**src/rtl/ff_exerciser_pkg.sv**
```systemverilog
// rtl/ff_exerciser_pkg.sv - shared state encoding, vector tables and reference model for ff_exerciser
//
// Contents:
//   ST_*          FSM state encoding
//   NUM_VECTORS   number of auto self-test vectors
//   VEC_TABLE     auto-test stimulus, each entry {d,j,k,t}
//   EXP_TABLE     bank outputs {t_q,jk_q,d_q} after each vector, starting from 000
//   model_next()  next state of the reference D/JK/T flops for one capture
package ff_exerciser_pkg;

    localparam logic [2:0] ST_IDLE   = 3'd0;
    localparam logic [2:0] ST_APPLY  = 3'd1;
    localparam logic [2:0] ST_STROBE = 3'd2;
    localparam logic [2:0] ST_CHECK  = 3'd3;
    localparam logic [2:0] ST_DONE   = 3'd4;

    localparam int NUM_VECTORS = 8;

    localparam logic [3:0] VEC_TABLE [NUM_VECTORS] = '{
        4'b1101, 4'b0011, 4'b1110, 4'b1111,
        4'b0001, 4'b0100, 4'b1011, 4'b0110
    };

    localparam logic [2:0] EXP_TABLE [NUM_VECTORS] = '{
        3'b111, 3'b000, 3'b011, 3'b101,
        3'b000, 3'b010, 3'b101, 3'b110
    };

    // q is ordered like the bank outputs: [0] D flop, [1] JK flop, [2] T flop.
    function automatic logic [2:0] model_next(input logic [2:0] q,
                                              input logic       d,
                                              input logic       j,
                                              input logic       k,
                                              input logic       t);
        logic jk_q;
        case ({j, k})
            2'b01:   jk_q = 1'b0;
            2'b10:   jk_q = 1'b1;
            2'b11:   jk_q = ~q[1];
            default: jk_q = q[1];
        endcase
        return {q[2] ^ t, jk_q, d};
    endfunction

endpackage

```
**src/rtl/btn_debounce.sv**
```systemverilog
// rtl/btn_debounce.sv - push-button synchronizer, debouncer and rising-edge step pulse
//
// Ports:
//   clk    in   system clock
//   reset  in   asynchronous active-high reset
//   btn    in   raw asynchronous button level
//   step   out  one-cycle pulse when the debounced level rises
module btn_debounce
#(
    parameter int DEBOUNCE_CYCLES = 16
)
(
    input  logic clk,
    input  logic reset,
    input  logic btn,
    output logic step
);

    localparam int CW = (DEBOUNCE_CYCLES > 1) ? $clog2(DEBOUNCE_CYCLES) : 1;
    localparam logic [CW-1:0] CNT_LAST = CW'(DEBOUNCE_CYCLES - 1);

    logic          sync1;
    logic          sync2;
    logic          level;
    logic [CW-1:0] cnt;

    // cnt counts consecutive cycles in which the synchronized input disagrees
    // with the accepted level; any agreeing cycle restarts the count, so a
    // glitch shorter than DEBOUNCE_CYCLES never reaches CNT_LAST.
    always_ff @(posedge clk or posedge reset) begin
        if (reset) begin
            sync1 <= 1'b0;
            sync2 <= 1'b0;
            level <= 1'b0;
            cnt   <= '0;
            step  <= 1'b0;
        end else begin
            sync1 <= btn;
            sync2 <= sync1;
            step  <= 1'b0;
            if (sync2 == level) begin
                cnt <= '0;
            end else if (cnt == CNT_LAST) begin
                level <= sync2;
                cnt   <= '0;
                step  <= sync2;
            end else begin
                cnt <= cnt + 1'b1;
            end
        end
    end

endmodule

```
**src/rtl/ff_exerciser.sv**
```systemverilog
// rtl/ff_exerciser.sv - manual single-step / auto self-test exerciser for a D/JK/T flop bank
//
// Ports:
//   clk        in   system clock
//   reset      in   asynchronous active-high reset (shared with the flop bank)
//   step_btn   in   raw push-button, one press = one step or one run
//   mode       in   0 manual single-step, 1 auto self-test (sampled in IDLE)
//   sw_in[3:0] in   manual stimulus {t,k,j,d}
//   ff_q[2:0]  in   bank outputs [0] D, [1] JK, [2] T
//   ff_en      out  one-cycle capture enable to the bank
//   d,j,k,t    out  registered bank data inputs
//   busy       out  high outside IDLE and DONE
//   pass,fail  out  sticky auto-test result
//   vec_idx    out  current vector, holds the failing index on fail
module ff_exerciser
    import ff_exerciser_pkg::*;
#(
    parameter int DEBOUNCE_CYCLES = 16
)
(
    input  logic       clk,
    input  logic       reset,
    input  logic       step_btn,
    input  logic       mode,
    input  logic [3:0] sw_in,
    input  logic [2:0] ff_q,
    output logic       ff_en,
    output logic       d,
    output logic       j,
    output logic       k,
    output logic       t,
    output logic       busy,
    output logic       pass,
    output logic       fail,
    output logic [2:0] vec_idx
);

    localparam logic [2:0] LAST_IDX = 3'(NUM_VECTORS - 1);

    logic       step;
    logic [2:0] state;
    logic       auto_run;
    logic [2:0] model_q;

    btn_debounce #(
        .DEBOUNCE_CYCLES (DEBOUNCE_CYCLES)
    ) u_btn_debounce (
        .clk   (clk),
        .reset (reset),
        .btn   (step_btn),
        .step  (step)
    );

    assign busy = (state != ST_IDLE) && (state != ST_DONE);

    // Steps are only looked at in IDLE and DONE, so presses while busy are
    // dropped. mode is captured into auto_run on leaving IDLE, so later mode
    // changes cannot redirect a run in progress.
    always_ff @(posedge clk or posedge reset) begin
        if (reset) begin
            state    <= ST_IDLE;
            auto_run <= 1'b0;
            model_q  <= 3'b000;
            ff_en    <= 1'b0;
            d        <= 1'b0;
            j        <= 1'b0;
            k        <= 1'b0;
            t        <= 1'b0;
            pass     <= 1'b0;
            fail     <= 1'b0;
            vec_idx  <= 3'd0;
        end else begin
            ff_en <= 1'b0;
            case (state)
                ST_IDLE: begin
                    if (step) begin
                        auto_run <= mode;
                        if (mode) begin
                            pass    <= 1'b0;
                            fail    <= 1'b0;
                            vec_idx <= 3'd0;
                        end else begin
                            {t, k, j, d} <= sw_in;
                        end
                        state <= ST_APPLY;
                    end
                end
                ST_APPLY: begin
                    if (auto_run) begin
                        {d, j, k, t} <= VEC_TABLE[vec_idx];
                    end
                    // Registered so that ff_en is high exactly during STROBE.
                    ff_en <= 1'b1;
                    state <= ST_STROBE;
                end
                ST_STROBE: begin
                    // Model advances on the same edge at which the bank captures.
                    model_q <= model_next(model_q, d, j, k, t);
                    state   <= auto_run ? ST_CHECK : ST_IDLE;
                end
                ST_CHECK: begin
                    if (ff_q != model_q) begin
                        fail  <= 1'b1;
                        state <= ST_DONE;
                    end else if (vec_idx == LAST_IDX) begin
                        pass  <= 1'b1;
                        state <= ST_DONE;
                    end else begin
                        vec_idx <= vec_idx + 3'd1;
                        state   <= ST_APPLY;
                    end
                end
                ST_DONE: begin
                    if (step) begin
                        state <= ST_IDLE;
                    end
                end
                default: begin
                    state <= ST_IDLE;
                end
            endcase
        end
    end

endmodule
```
**config.mk**
```make
export PLATFORM = sky130hd
export DESIGN_NAME = ff_exerciser
export DESIGN_NICKNAME = d
export VERILOG_FILES = /design/src/rtl/ff_exerciser_pkg.sv /design/src/rtl/btn_debounce.sv /design/src/rtl/ff_exerciser.sv
export SDC_FILE = /design/constraint.sdc
export NUM_CORES = 1
export LEC_CHECK = 0
export ABC_AREA = 1
export ABC_CLOCK_PERIOD_IN_PS = 1300
export CAP_MARGIN = 20
export CORE_MARGIN = 1.5
export CORE_UTILIZATION = 40
export DETAILED_ROUTE_END_ITERATION = 7
export PLACE_DENSITY = 0.65
export SYNTH_ARGS = -nofsm -noshare
export SYNTH_HDL_FRONTEND = slang
export SYNTH_SLANG_ARGS = --single-unit
```
**constraint.sdc**
```tcl
create_clock -name clk -period 1.3 [get_ports clk]
set_input_delay 0.39 -clock clk [delete_from_list [all_inputs] [get_ports clk]]
set_output_delay 0.39 -clock clk [all_outputs]
set_load 0.02 [all_outputs]
```
### Word level (Yosys, flattened, before mapping)

Memories as Yosys holds them, arrays and structs flattened.
Cells that the tools add are included.

| word-level totals | value |
|---|---|
| ROM bits | 32 |
| bits in registers | 25 |
| output and inout bits | 11 |
| word-level logic and storage cells | 102 |
| memories | 1 |

| cells by class | value |
|---|---|
| equal/unequal tests | 21 |
| bitwise operators | 4 |
| reduce and logical (&&, ||, !) cells | 14 |
| add/subtract/negate cells | 2 |
| order comparisons | 1 |
| mux-type cells | 42 |

Memories:

| name | depth | bits a word | rd ports | clocked after memory_dff | wr ports | RTL line | source |
|---|---|---|---|---|---|---|---|
| (name not given) | 8 | 4 | 1 | 0 | 0 | ff_exerciser.sv:90 | `{d, j, k, t} <= VEC_TABLE[vec_idx];` |

Operators with widths:

| operator | number |
|---|---|
| $mux 3 | 8 |
| $mux 1 | 20 |
| $mux 4 | 4 |
| $pmux 3 s5 | 1 |
| $ne 2x2->1 const B | 7 |
| $pmux 1 s2 | 6 |
| $reduce_and 5->1 | 2 |
| $reduce_and 2->1 | 4 |
| $reduce_and 4->1 | 2 |
| $eq 3x2->1 const B | 2 |
| $eq 3x3->1 const B | 2 |
| $pmux 3 s2 | 1 |
| $reduce_bool 3->1 | 2 |
| $add 4x1->4 const B | 1 |
| $eq 2x2->1 const B | 2 |
| $eq 4x4->1 const B | 1 |
| $ge 4x4->1 const B | 1 |
| $ne 2x1->1 const B | 2 |
| $not 3->4 | 1 |
| $reduce_bool 2->1 | 2 |
| $add 3x1->3 const B | 1 |
| $eq 3x1->1 const B | 1 |
| $logic_not 3->1 | 1 |
| $ne 3x3->1 | 1 |
| other kinds (8) | 9 |

### Depth between registers and ports, before layout

| depth | value |
|---|---|
| word-level depth | 6 |
| mapped depth | 9 |
| depth with buffers taken out | 9 |

### Cells and area by module

From an unflattened synthesis, not the netlist that was laid out.

| unflattened totals | value |
|---|---|
| cell total of the unflattened synthesis | 165 |
| area total of the unflattened synthesis | 1337.5 sq um |

Modules (own cells, without submodules):

| module | seq. area each (sq um) | instances | area an instance (sq um) | cells each |
|---|---|---|---|---|
| ff_exerciser | 425.4 | 1 | 1009.7 | 131 |
| btn_debounce | 200.2 | 1 | 327.8 | 34 |

### Worst setup path after synthesis

Ideal clock, no wire load.

| path | value |
|---|---|
| kind | reg-to-reg |
| start point | register vec_idx[0] |
| end point | register vec_idx[1] |
| path buffers | 0 |
| stages on the path, launching flop included | 9 |
| arrival | 1.312 ns |
| path slack | -0.130 ns |
| clock period less this slack | 1.430 ns |
| setup time | 0.118 ns |
| cells stage by stage | dfrtp_1 ha_1 ha_1 inv_1 nor2_1 nor2_1 nand3_1 nand2_1 nand2_1 |

| on the way | value |
|---|---|
| word-level cells in the longest chain between the ends | 4 |

Ends and longest elaborated chain:

| what | RTL line | source |
|---|---|---|
| start: declaration | ff_exerciser.sv:35 | `output logic [2:0] vec_idx` |
| start signal: assignment | ff_exerciser.sv:109 | `vec_idx <= vec_idx + 3'd1;` |
| $add 3x1->3 | ff_exerciser.sv:109 |  |
| $mux 3 | ff_exerciser.sv:105 | `end else if (vec_idx == LAST_IDX) begin` |
| $mux 3 | ff_exerciser.sv:102 | `if (ff_q != model_q) begin` |
| $pmux 3 s2 | ff_exerciser.sv:74 | `case (state)` |

Several ways; a longest one is shown, not always the timed one. The select of a mux whose other input is x is not followed.
A chain may end at the register's enable or synchronous reset.

### Worst setup path in the final report

| path | value |
|---|---|
| start point | register state[1] |
| end point | output port busy |

| on the way | value |
|---|---|
| word-level cells in the longest chain between the ends | 2 |

Ends and longest elaborated chain:

| what | RTL line | source |
|---|---|---|
| start: declaration | ff_exerciser.sv:41 | `logic [2:0] state;` |
| start signal: assignment | ff_exerciser.sv:99 | `state <= auto_run ? ST_CHECK : ST_IDLE;` |
| $ne 3x3->1 or $reduce_bool 3->1 (tied branches) | ff_exerciser.sv:54 | `assign busy = (state != ST_IDLE) && (state != ST_DONE);` |
| $logic_and 1x1->1 (*) | ff_exerciser.sv:54 |  |
| end: declaration | ff_exerciser.sv:32 | `output logic busy,` |

Mark *: on every way between the ends. The rest lies on a longest branch, timed or not.

==> run_results.csv <==
group,metric,value,unit
outcome,status,"finished with violations",
outcome,failed_checks,"setup timing",
pwr,power_density,611,mW/mm²
placement,numPortBuffers,21,
floorplan,design.core.area,0.00308,mm²
clock_network,cts.sinks,25,
worst_hold_path,min_path_type,"reg2reg",
grt,grt_max_degree,26,
clock_network,hold_buffers,0,
drt,ant_nets,0,
yosys,synthSimpleGateAreaFrac,28.9,%
clock_network,clockRootBuffer,"clkbuf_4",
critical_path,cpMaxStageDelayCell,"dfrtp_1",
critical_path,critPathRequiredTime,0.91,ns
floorplan,die_x,59.9,µm
critical_path,cp_data_arrival_time,1.01,ns
clock_network,ctsHtreeMaxLevel,1,
yosys,syn_area,0.00130,mm²
timing,final-setup-viol-count,9,
final_layout,synthToLayoutAreaGrowth,55.1,%
timing,finalHoldViolCount,0,
critical_path,path_class,"reg2out",
yosys,ys_ff_latch,25,
yosys,synth_compound_area_share,6.47,%
timing,worst_pin_slew,0.263,ns
critical_path,end_kind,"output port",
yosys,yosys_warnings,0,
critical_path,critPathLaunchType,"flop",
drt,drt_iter0_markers,50,
floorplan,start_util,42.1,%
grt,antenna_found_initial,0,
pwr,pwr-share-seq,64.7,%
pwr,p_int,0.955,mW
final_layout,layout-drive-gt1-share,39.8,%
drt,drtPass1Iterations,4,
yosys,synthXorXnorAreaFrac,2.70,%
yosys,syn_avg_cell_area,7.86,µm²
critical_path,max_stage_delay,0.43,ns
pwr,ir_drop,0.000732,V
drt,remaining_drc_errors,0,
critical_path,crit_path_max_fanout,2,
timing,maxSlewViolCount,0,
yosys,synth.area.mux_share,0,%
timing,fin_crit_sh,108,%
timing,holdWs,0.362,ns
drt,viasPerCell,4.71,
timing,min_period,1.40,ns
drt,num_vias,1225,
yosys,synth_seq_area_share,48.3,%
flow_run,maxCapViolCount,0,
grt,grt_pass1_wl,4.91,mm
timing,max_slew_margin,82.4,%
placement,placed_area,0.00173,mm²
yosys,synthesis.nets,183,
final_layout,fillers,251,
critical_path,cp_top_family,"flip-flops",
pwr,clockPowerShare,28.3,%
floorplan,die_y,59.9,µm
yosys,synth_top_family_by_area,"simple AND/OR/NAND/NOR gates",
final_layout,final_cell_mix,"nand2_1 (45), dfrtp_1 (23), buf_4 (19), buf_6 (16), inv_1 (15)",
grt,grt_util_all_layers,18.5,%
critical_path,crit_chain,"inv_2 -> nand2_2 -> buf_6",
yosys,synthAdderAreaFrac,6.76,%
timing,worst_slack,-0.103,ns
critical_path,critPathBufInv,2,
timing,finalClockSkew,0.00283,ns
yosys,synth.distinct_cells,21,
final_layout,diodes,0,
drt,totalWireLength,3.07,mm
grt,overflow,0,
final_layout,final_nets,235,
placement,hpwl,2.04,mm
pwr,combPwrFrac,7.0,%
grt,grt_pass1_vias,1182,
clock_network,clkLatencyLatePin,0.32,ns
clock_network,clkTransAtPathRegs,0.13,ns
pwr,switchingPower,0.274,mW
placement,gp_congestion,0.875,
pwr,leakage,1.01,nW
floorplan,dieArea,0.00359,mm²
timing,fmax,713,MHz
clock_network,clockBufferDepth,2,
floorplan,pin_count,22,
clock_network,cts_tree,"yes",
final_layout,fin_area,0.00201,mm²
pwr,swShare,22.3,%
final_layout,mostFrequentLayoutCell,"nand2_1",
timing,rsz0062_at_grt,"yes",
drt,wl_per_cell,11.8,µm
placement,pre_cts_ws,-0.408,ns
floorplan,row_count,20,
clock_network,cts_buffers,3,
yosys,syn_inst,165,
## per-layer routing
layer	up-vias	track usage (%)	part of all wire (%)
met1	569	22.3	45
met5	-	0	0
li1	615	-	-
met3	4	4.98	4.3
met4	0	6.67	1.0
met2	37	31.4	49
## synth_stat cells, drive strengths merged
master / count / area [µm²]
nand4: 2 / 12.5
a21oi: 5 / 25.0
xor2: 3 / 26.3
ha: 7 / 87.6
dfrtp: 25 / 626
a31oi: 1 / 6.26
o21ai: 3 / 15.0
and2: 1 / 6.26
nor2: 13 / 48.8
xnor2: 1 / 8.76
o211ai: 1 / 7.51
inv: 24 / 90.1
a21o: 2 / 15.0
nand2: 62 / 235
nand3: 11 / 60.1
o31ai: 1 / 7.51
o21a: 1 / 7.51
or2: 1 / 6.26
nor3: 1 / 5.00
## cell families (layout without fill, tap and decap cells)
group,after synthesis,count (layout)
compound gates,14,14
xor+xnor,4,4
fa+ha+maj,7,7
buf+inv,24,75
flops,25,25
simple gates,91,91
## path summary, 6_finish.rpt
path	start	to	slack, ns	depth (start not counted)
min in group asynchronous	reset	u_btn_debounce.level$_DFFE_PP0P_	0.38	3
setup reg to reg	vec_idx[0]$_DFFE_PP0P_	vec_idx[1]$_DFFE_PP0P_	-0.09	7
max in group asynchronous	reset	vec_idx[1]$_DFFE_PP0P_	0.76	3
hold reg to reg	u_btn_debounce.sync1$_DFF_PP0_	u_btn_debounce.sync2$_DFF_PP0_	0.36	0
hold / removal	u_btn_debounce.sync1$_DFF_PP0_	u_btn_debounce.sync2$_DFF_PP0_	0.36	0
setup / recovery	state[1]$_DFFE_PP0P_	busy	-0.10	3
## cell type report
type                    count  area, µm²  share of cell area [%]
multi-input cells         116        751                    37.3
flip-flops and latches     25        628                    31.2
repair buffers             47        448                    22.3
inverters                  24        103                    5.10
well taps                  44       55.1                    2.74
clock buffers               4       26.3                    1.31
## power groups by stage
| stage | Sequential (mW) | Clock (mW) | Combinational (mW) |
|---|---|---|---|
| global placement | 0.809 | 0 | 0.0815 |
| detailed placement | 0.810 | 0 | 0.0837 |
| CTS | 0.795 | 0.359 | 0.0852 |
| finish | 0.795 | 0.348 | 0.0863 |
| global route | 0.797 | 0.388 | 0.0967 |
| floorplan | 0.808 | 0 | 0.0354 |
## stage by stage
| stage | std cells | util (%) | TNS, ns | power, mW |
|---|---|---|---|---|
| 5_1_grt | 260 | 65.3 | -1.13 | 1.28 |
| 2_1_floorplan | 165 | - | -0.0839 | 0.844 |
| 4_1_cts | 260 | 60.3 | -0.456 | 1.24 |
| 6_report | 260 | 65.3 | -0.565 | 1.23 |
| 3_3_place_gp | 250 | 56.3 | -2.90 | 0.890 |
| 3_5_place_dp | 250 | 56.3 | -3.13 | 0.894 |
## sequential cells by signal, summed over array words and instances, names as in the netlist, 3 cells and up
signal              cells
u_btn_debounce.cnt      4
model_q                 3
vec_idx                 3
state                   3
## repair_timing
item,4_1_cts,5_1_grt
buffers inserted,7,2
resized for setup,79,48
setup endpoints to repair,21,24
pin swaps,8,19
(Power assumes the default switching activity.)
